`config.mk`:
```
export PLATFORM = sky130hd
export DESIGN_NAME = alu_op_arbiter
export DESIGN_NICKNAME = d
export VERILOG_FILES = /design/src/rtl/alu_op_arbiter.sv
export SDC_FILE = /design/constraint.sdc
export NUM_CORES = 1
export LEC_CHECK = 0
export BUFFER_PORTS_ARGS = -buffer_cell sky130_fd_sc_hd__buf_2
export CORE_MARGIN = 8
export CORE_UTILIZATION = 35
export DETAILED_ROUTE_END_ITERATION = 16
export PLACE_DENSITY = 0.6
export SYNTH_ARGS = -nofsm -noshare
export SYNTH_HDL_FRONTEND = slang
export SYNTH_SLANG_ARGS = --single-unit
```
`constraint.sdc`:
```
create_clock -name CLK -period 2.4 [get_ports CLK]
set_input_delay 0.12 -clock CLK [delete_from_list [all_inputs] [get_ports CLK]]
set_output_delay 0.12 -clock CLK [all_outputs]
set_load 0.02 [all_outputs]
```
`src/rtl/alu_op_arbiter.sv`:
```
// Round-robin arbiter that shares the single ALU/register-bank execution path
// between N requesters. It latches the owner's instruction onto the datapath,
// runs the control sequencer's Start/Go handshake and returns a one-cycle Done.
// A sequencer that stalls too long aborts the transaction and sets sticky Err.
module alu_op_arbiter #(
  parameter int N       = 4,
  parameter int INSTR_W = 16,
  parameter int TIMEOUT = 32
) (
  input  logic                 CLK,
  input  logic                 RST,
  input  logic [N-1:0]         Req,
  input  logic [N*INSTR_W-1:0] InstrIn,
  output logic [N-1:0]         Grant,
  output logic [N-1:0]         Done,
  output logic                 Err,
  output logic [INSTR_W-1:0]   InstrOut,
  output logic                 CtlStart,
  output logic                 CtlGo,
  input  logic                 CtlReady,
  input  logic                 CtlWen
);

  localparam int IDX_W = $clog2(N);
  localparam int CNT_W = $clog2(TIMEOUT);
  localparam logic [IDX_W-1:0] LAST_RST = IDX_W'(N - 1);
  localparam logic [CNT_W-1:0] CNT_MAX  = CNT_W'(TIMEOUT - 1);
  localparam logic [N-1:0]     ONE      = {{(N-1){1'b0}}, 1'b1};

  typedef enum logic [1:0] {
    S_IDLE,   // waiting for a request with the sequencer halted
    S_ISSUE,  // Start held until the sequencer leaves Ready
    S_EXEC,   // waiting for the write-back pulse
    S_SYNC    // Go held until the sequencer halts again
  } state_t;

  state_t             state_q, state_d;
  logic [CNT_W-1:0]   cnt_q, cnt_d;
  logic [IDX_W-1:0]   last_q, last_d;
  logic [IDX_W-1:0]   owner_q, owner_d;
  logic [N-1:0]       grant_d, done_d;
  logic               err_d, start_d, go_d;
  logic [INSTR_W-1:0] instr_d;

  logic [INSTR_W-1:0] instr_arr [N];
  logic               sel_found;
  logic [IDX_W-1:0]   sel_idx;
  logic [IDX_W-1:0]   cand;
  logic               expired;
  logic               abort;

  // Unpack the flat instruction bus into one word per requester.
  always_comb begin
    for (int i = 0; i < N; i++) begin
      instr_arr[i] = InstrIn[i*INSTR_W +: INSTR_W];
    end
  end

  // Round-robin search: first active request after the last served owner.
  always_comb begin
    sel_found = 1'b0;
    sel_idx   = '0;
    cand      = '0;
    for (int k = 1; k <= N; k++) begin
      cand = IDX_W'((int'(last_q) + k) % N);
      if (!sel_found && Req[cand]) begin
        sel_found = 1'b1;
        sel_idx   = cand;
      end
    end
  end

  assign expired = (cnt_q == CNT_MAX);

  // Next-state and next-output logic for the handshake sequencer.
  // NOTE: every variable driven here gets a default first, so no latch is inferred.
  always_comb begin
    state_d = state_q;
    cnt_d   = cnt_q;
    last_d  = last_q;
    owner_d = owner_q;
    grant_d = Grant;
    done_d  = '0;
    err_d   = Err;
    instr_d = InstrOut;
    start_d = CtlStart;
    go_d    = CtlGo;
    abort   = 1'b0;

    case (state_q)
      S_IDLE: begin
        // A Done cycle is never also a grant cycle, leaving one idle cycle.
        if (CtlReady && sel_found && (Done == '0)) begin
          state_d = S_ISSUE;
          cnt_d   = '0;
          owner_d = sel_idx;
          grant_d = ONE << sel_idx;
          instr_d = instr_arr[sel_idx];
          start_d = 1'b1;
        end
      end
      S_ISSUE: begin
        if (!CtlReady) begin
          start_d = 1'b0;
          cnt_d   = '0;
          state_d = S_EXEC;
        end else if (expired) begin
          abort = 1'b1;
        end else begin
          cnt_d = cnt_q + 1'b1;
        end
      end
      S_EXEC: begin
        if (CtlWen) begin
          go_d    = 1'b1;
          cnt_d   = '0;
          state_d = S_SYNC;
        end else if (expired) begin
          abort = 1'b1;
        end else begin
          cnt_d = cnt_q + 1'b1;
        end
      end
      S_SYNC: begin
        if (CtlReady) begin
          go_d    = 1'b0;
          grant_d = '0;
          done_d  = ONE << owner_q;
          last_d  = owner_q;
          cnt_d   = '0;
          state_d = S_IDLE;
        end else if (expired) begin
          abort = 1'b1;
        end else begin
          cnt_d = cnt_q + 1'b1;
        end
      end
      default: state_d = S_IDLE;
    endcase

    // Hung sequencer: drop the owner without Done and move priority past it.
    if (abort) begin
      err_d   = 1'b1;
      start_d = 1'b0;
      go_d    = 1'b0;
      grant_d = '0;
      last_d  = owner_q;
      cnt_d   = '0;
      state_d = S_IDLE;
    end
  end

  // State and registered outputs; reset leaves requester 0 with first priority.
  // NOTE: non-blocking assignments so every register updates from pre-edge values.
  always_ff @(posedge CLK or negedge RST) begin
    if (!RST) begin
      state_q  <= S_IDLE;
      cnt_q    <= '0;
      last_q   <= LAST_RST;
      owner_q  <= '0;
      Grant    <= '0;
      Done     <= '0;
      Err      <= 1'b0;
      InstrOut <= '0;
      CtlStart <= 1'b0;
      CtlGo    <= 1'b0;
    end else begin
      state_q  <= state_d;
      cnt_q    <= cnt_d;
      last_q   <= last_d;
      owner_q  <= owner_d;
      Grant    <= grant_d;
      Done     <= done_d;
      Err      <= err_d;
      InstrOut <= instr_d;
      CtlStart <= start_d;
      CtlGo    <= go_d;
    end
  end

endmodule

```
==> reports/qor.yml, run 1 <==
pwr:
  switching_power_uw: 1530
  ir_worst_vdd_mv: 0.519
  p_seq_share_pct: 31.6
  combPwrFrac_pct: 49.5
  p_clk_share_pct: 18.8
  p_int_uw: 2060
  cellPowerDensity_mw_per_mm2: 1160
  p_leak_uw: 0.00151
  switching_share_pct: 42.5
sta:
  worstMarginPinSlew_ps: 984
  rsz0062_at_grt: "false"
  clock.fmax_mhz: 465
  maxSlewHeadroom_pct: 34.2
  period_needed_ps: 2150
  final_hold_viol_count: 0
  slew_viol_final: 0
  setup_viol: 0
  tns_ps: 0
  skew_ps: 10.1
  post-route-period-util_pct: 89.6
clock_network:
  clock_latency_ps: 290
  cts_tree: "done"
  cts_sinks: 38
  cts_made_buffers: 5
  cts_resized: 0
  cts-htree-levels: 2
  root_buffer: "clkbuf_8"
  clk_pin_slew_ps: 80
  clockBufferDepth: 2
  cts_setup_buffers: 0
route:
  vias: 2417
  antenna_left: 0
  routed_via_density: 5.56
  drtPass1Iterations: 4
  route.detailed.drc: 0
  wirelength_um: 7250
  drt-initial-drc-count: 100
  detail_route.wl_per_cell_um: 16.7
synth:
  avgSynthCellArea_sq_um: 9.19
  synth.largest_area_cell: "dfrtp_1"
  synth_seq_cells: 38
  ys_seq_area_share_pct: 39.9
  yosysWarnings: 0
  async_flop_share_pct: 100
  synth_common_cells: "36 x dfrtp_1, 23 x a21oi_1, 20 x nor2_1, 20 x o21ai_0, 15 x nand2_1"
  synth_edf_count: 0
  synth_top_area_share_pct: 37.7
  synth_nets: 338
  yosysMostFrequentCell: "dfrtp_1"
  synthFlopType: "dfrtp_1"
  ys_types: 50
  syn_inst: 260
  syn_area_sq_mm: 0.00239
  synth_area_leaders: "dfrtp_1 38%, a21oi_1 4.8%, o21ai_0 4.2%"
worst_hold_path:
  hp-class: "primary input to flip-flop"
  worstHoldStart: "InstrIn[41]"
  min_path_cells: 3
  min_to: "InstrOut[9]$_DFFE_PN0P_"
global_routing:
  grt_overflow: 0
  antenna_found_initial: 0
  grt_max_degree: 39
  grt_pass1_wl_um: 11900
  grt_use_total_pct: 15.1
  grt_pass1_vias: 2551
floorplan:
  die_w_um: 98.6
  core_sq_mm: 0.00668
  io_pins: 99
  die_y_um: 98.6
  rows: 30
  die_area_sq_mm: 0.00972
  start_util_pct: 35.7
cells_and_area:
  fillers: 651
  insertedDiodeCount: 0
  drive_above_1_share_pct: 36.6
  nets: 432
  area_growth_pct: 29.5
  fin_area_sq_mm: 0.00309
placement:
  hpwlAfterDp_um: 5470
  port_buffers: 98
  gp_congestion: 0.821
  placed_area_sq_mm: 0.00294
worst_setup_path:
  crit_path_top_delay_cell: "dfrtp_1"
  r2r_slack_ps: 250
  startpoint: "state_q[1]$_DFFE_PN0P_"
  cpPeakStageDelay_ps: 460
  cp.arrival_ps: 2330
  worstPathRequired_ps: 2580
  reg2reg_to: "Grant[3]$_DFFE_PN0P_"
  r2r-start: "state_q[1]$_DFFE_PN0P_"
  path_cells: "ha_1 -> nand2b_1 -> a311oi_4 -> a21oi_1 -> a21o_1 -> a22o_1"
  cp_max_fo: 7
  reg2reg_depth: 6
  critPathKind: "flip-flop to flip-flop"
  start_kind: "flip-flop"
  cp-end-kind: "flip-flop"
status:
  outcome: "finished, final reports clean"
flow_run:
  maxCapViolations: 0
==> critical path: cells and delay by family, from the launching register on <==
family | cells | cell delay [ps]
flops | 1 | 460
compound gates | 4 | 1060
simple gates | 1 | 190
fa+ha+maj | 1 | 340
==> cell families after synthesis <==
logic type / share of synthesized area, %
multiplexers: 2.57
AO/OA/AOI/OAI: 32.3
adder cells (fa/ha/maj): 3.14
flip-flops: 39.9
buffers and inverters: 4.09
AND/OR/NAND/NOR: 18.0
==> how the worst max path moves through the flow <==
| stage | slack (ps) | end |
|---|---|---|
| after floorplan | 410 | Grant[0]$_DFFE_PN0P_ |
| after global placement | 310 | Grant[0]$_DFFE_PN0P_ |
| after detailed placement | 250 | Grant[0]$_DFFE_PN0P_ |
| after CTS | 250 | Grant[3]$_DFFE_PN0P_ |
| after global routing | 70 | InstrOut[10]$_DFFE_PN0P_ |
| final | 250 | Grant[3]$_DFFE_PN0P_ |
==> metal layers <==
| layer | vias up | wire length, um | GRT usage (%) |
|---|---|---|---|
| li1 | 1172 | - | - |
| met1 | 1135 | 3200 | 18.0 |
| met2 | 104 | 3270 | 24.4 |
| met3 | 6 | 706 | 5.71 |
| met4 | 0 | 71 | 5.08 |
| met5 | - | 0 | 0 |
==> cell usage in the layout (no fill, tap or decap), types with 2 or more instances in the layout <==
cell type,instances
a221oi_1,10
clkbuf_8,6
nor2_1,20
mux2i_1,5
a31o_2,2
o21ai_1,2
a22o_1,3
buf_4,4
a221o_1,6
inv_1,6
nand3_1,10
buf_2,98
o21ai_0,20
a21oi_1,23
o31ai_1,2
a21o_1,2
bufinv_16,2
and3_1,12
or2_2,2
dfrtp_1,36
o21a_1,3
and2_1,3
a31oi_1,2
o22ai_1,4
dfstp_2,2
nor3_1,4
a21boi_0,11
ha_1,6
nand2_1,15
a31oi_2,2
o22a_1,7
nand2b_1,6
==> power by group through the flow <==
stage / combinational, uW / clock [uW] / sequential, uW
global placement: 1760 / 0 / 1150
CTS: 1800 / 690 / 1140
finish: 1780 / 676 / 1130
floorplan: 1070 / 0 / 1310
global route: 1980 / 715 / 1180
detailed placement: 1800 / 0 / 1140
==> repair_timing <==
item,CTS,global route
setup endpoints to repair,0,0
endpoints found under the hold margin,36,0
hold buffers,1,0
==> per-stage QoR <==
| step | util [%] | setup slack (ps) | std cells | hold WS [ps] | power [uW] |
|---|---|---|---|---|---|
| after floorplan | - | 410 | 260 | -176 | 2380 |
| after global placement | 44.0 | 309 | 426 | 278 | 2910 |
| after detailed placement | 44.0 | 251 | 426 | 285 | 2940 |
| after CTS | 46.3 | 246 | 435 | 124 | 3620 |
| after global routing | 46.3 | 73.6 | 435 | 133 | 3870 |
| final | 46.3 | 250 | 435 | 133 | 3590 |
==> flip-flops by register name, summed over array words and instances (netlist names) <==
name / cells
Grant: 4
last_q: 2
Err: 1
state_q: 2
owner_q: 2
CtlGo: 1
InstrOut: 16
CtlStart: 1
cnt_q: 5
Done: 4
==> cell type report <==
class	instances	area (sq um)	share of cell area [%]
Multi-Input combinational cell	200	1340	43.4
Sequential cell	38	953	30.8
Timing Repair Buffer	103	531	17.2
Tap cell	80	100	3.24
Clock buffer	6	82.6	2.67
Clock inverter	2	60.1	1.94
Inverter	6	22.5	0.728
Power figures use the tool's default switching activity.
==> run 2: changes to the inputs <==
==> constraint.sdc (replaced) <==
create_clock -name CLK -period 2.4 [get_ports CLK]
set_input_delay 0.48 -clock CLK [delete_from_list [all_inputs] [get_ports CLK]]
set_output_delay 0.48 -clock CLK [all_outputs]
set_load 0.02 [all_outputs]
==> run 2 against run 1 <==
- setup slack better by 7.7 ps
- wire length down 1.2%
- clock power down 31%
- via count down 2.2%
- utilization down 0.75 points
- cell area down 1.6%
- clock skew down 3.1 ps
- largest cell class unchanged
- highest routed layer unchanged
==> reports/qor.yml, run 2 (same netlist as run 1, synthesis figures left out) <==
clock_network:
  cts_tree: "done"
  cts-htree-levels: 2  # unchanged
  cts_resized: 0  # unchanged
  root_buffer: "clkbuf_8"
  cts_sinks: 38  # unchanged
  clockBufferDepth: 2  # unchanged
  ctsHoldBuffers: 0  # -1
  cts_made_buffers: 5  # unchanged
  clock_latency_ps: 290  # about the same
  clk_pin_slew_ps: 70  # about the same
  cts_setup_buffers: 0  # unchanged
cells_and_area:
  finalNonFillerCells: 435  # unchanged
  ff_latch_area_sq_um: 953  # unchanged
  final_common_cell: "buf_2"
  drive_above_1_share_pct: 36.9  # +0.28 points
  insertedDiodeCount: 0  # unchanged
  fin_area_sq_mm: 0.00304  # -1.6%
  mostFrequentLayoutCells: "98 x buf_2, 36 x dfrtp_1, 23 x a21oi_1"
  regMostFlops: "InstrOut"
  fillers: 669  # +2.8%
  nets: 432  # unchanged
  area_growth_pct: 27.4
  multiInputGateArea_sq_mm: 0.00134  # unchanged
  biggestRegsByFlops: "InstrOut x16, cnt_q x5"
  largest_register_ffs: 16  # unchanged
placement:
  port_buffers: 98  # unchanged
  hpwlAfterDp_um: 5520  # +0.84%
  gp_congestion: 0.841  # +2.4%
  placed_area_sq_mm: 0.00295  # +0.26%
  dp_slack_ps: 291  # +40.6 ps
  placed_cells: 427  # +0.23%
worst_setup_path:
  critPathKind: "flip-flop to flip-flop"
  reg2reg_to: "Grant[3]$_DFFE_PN0P_"
  startpoint: "state_q[1]$_DFFE_PN0P_"
  endpoint: "Grant[3]$_DFFE_PN0P_"
  cp_max_fo: 7  # unchanged
  reg2reg_depth: 6  # unchanged
  cp-end-kind: "flip-flop"
  r2r-start: "state_q[1]$_DFFE_PN0P_"
  r2r_slack_ps: 260  # about the same
  worstPathRequired_ps: 2580  # about the same
  cp.arrival_ps: 2320  # about the same
  start_kind: "flip-flop"
route:
  wirelength_um: 7160  # -1.2%
  route.detailed.drc: 0  # unchanged
  antenna_left: 0  # unchanged
  detail_route.wl_per_cell_um: 16.5  # -1.2%
  drt-initial-drc-count: 112  # +12%
  drtPass1Iterations: 4  # unchanged
  vias: 2364  # -2.2%
  routed_via_density: 5.43  # -2.2%
pwr:
  p_int_uw: 1840  # -11%
  switching_share_pct: 45.2  # +2.7 points
  ir_worst_vdd_mv: 0.519  # about the same
  p_seq_share_pct: 33.8  # +2.2 points
  cellPowerDensity_mw_per_mm2: 1110  # -4.7%
  p_clk_share_pct: 13.8  # -5.0 points
  combPwrFrac_pct: 52.5  # +3.0 points
  switching_power_uw: 1520  # -0.29%
  p_leak_uw: 0.00148  # -1.6%
sta:
  clock.fmax_mhz: 467  # +0.36%
  final_hold_viol_count: 0  # unchanged
  hold_slack_ps: 51.9  # -80.7 ps
  maxSlewHeadroom_pct: 54.6  # +20 points
  fin_ws_ps: 258  # +7.70 ps
  tns_ps: 0  # unchanged
  period_needed_ps: 2140  # -7.70 ps
  skew_ps: 6.97  # -3.12 ps
  slew_viol_final: 0  # unchanged
  setup_viol: 0  # unchanged
  post-route-period-util_pct: 89.3  # -0.32 points
  rsz0062_at_grt: "false"
  worstMarginPinSlew_ps: 681  # -303 ps
floorplan:
  start_util_pct: 35.7  # unchanged
  io_pins: 99  # unchanged
  die_area_sq_mm: 0.00972  # unchanged
  die_w_um: 98.6  # unchanged
  core_sq_mm: 0.00668  # unchanged
  rows: 30  # unchanged
  die_y_um: 98.6  # unchanged
global_routing:
  antenna_found_initial: 0  # unchanged
  grt_pass1_vias: 2487  # -2.5%
  grtUsageMet3_pct: 5.92  # +0.21 points
  grt_overflow: 0  # unchanged
  grt_pass1_wl_um: 12000  # +0.58%
  use_met1_pct: 18.5  # +0.48 points
  top_usage_layer: "met2"
  grt_max_degree: 27  # -31%
  grt_use_met2_pct: 24.6  # +0.21 points
  grt_use_total_pct: 15.2  # +0.12 points
worst_hold_path:
  hp-class: "primary input to async pin"
status:
  outcome: "finished, final reports clean"
flow_run:
  maxCapViolations: 0  # unchanged
## run 2: cell count changes in the layout (fill, tap and decap cells not counted), sizes merged
cell	before	now
dlygate4sd3	1	0
bufinv	2	0
clkinvlp	0	1
buf	102	103
clkinv	0	1
## run 2: how the worst min path moves through the flow
| stage | startpoint | end | slack [ps] | cells after the start |
|---|---|---|---|---|
| after floorplan | RST | CtlGo$_DFFE_PN0P_ | 180 | 0 |
| after global placement | RST | Err$_DFFE_PN0N_ | 360 | 1 |
| after detailed placement | RST | Err$_DFFE_PN0N_ | 360 | 1 |
| after CTS | RST | Err$_DFFE_PN0N_ | 50 | 1 |
| after global routing | RST | cnt_q[4]$_DFFE_PN0P_ | 60 | 1 |
| final | RST | Err$_DFFE_PN0N_ | 50 | 1 |
## run 2: critical path: stages (launching register included)
cell,delay [ps]
dfrtp_1,460
ha_1,330
nand2b_1,180
a311oi_4,400
a21oi_1,160
a21o_1,250
a22o_1,240
## run 2: layer usage
layer / part of all wire [%] / up-vias
met4: 0.67 / 0
met5: 0 / -
met2: 46 / 89
li1: - / 1168
met3: 9.3 / 4
met1: 44 / 1103
## run 2: power groups by stage
| stage | clock network [uW] | registers (uW) | logic [uW] |
|---|---|---|---|
| after floorplan | 0 | 1310 | 1070 |
| after detailed placement | 0 | 1140 | 1780 |
| after global placement | 0 | 1140 | 1760 |
| final | 464 | 1140 | 1770 |
| after CTS | 477 | 1130 | 1790 |
| after global routing | 507 | 1170 | 1990 |
## run 2: final cells by class
cell class / instances / area share [%]
inverters: 6 / 0.740
clock buffers: 6 / 2.71
clock inverters: 2 / 0.411
well taps: 80 / 3.29
flip-flops and latches: 38 / 31.3
multi-input cells: 200 / 44.2
repair buffers: 103 / 17.4
## run 2: per-stage QoR
stage               utilization, %  power (uW)
floorplan                        -        2380
global placement              44.1        2900
detailed placement            44.1        2920
CTS                           45.5        3400
global route                  45.5        3670
finish                        45.5        3370
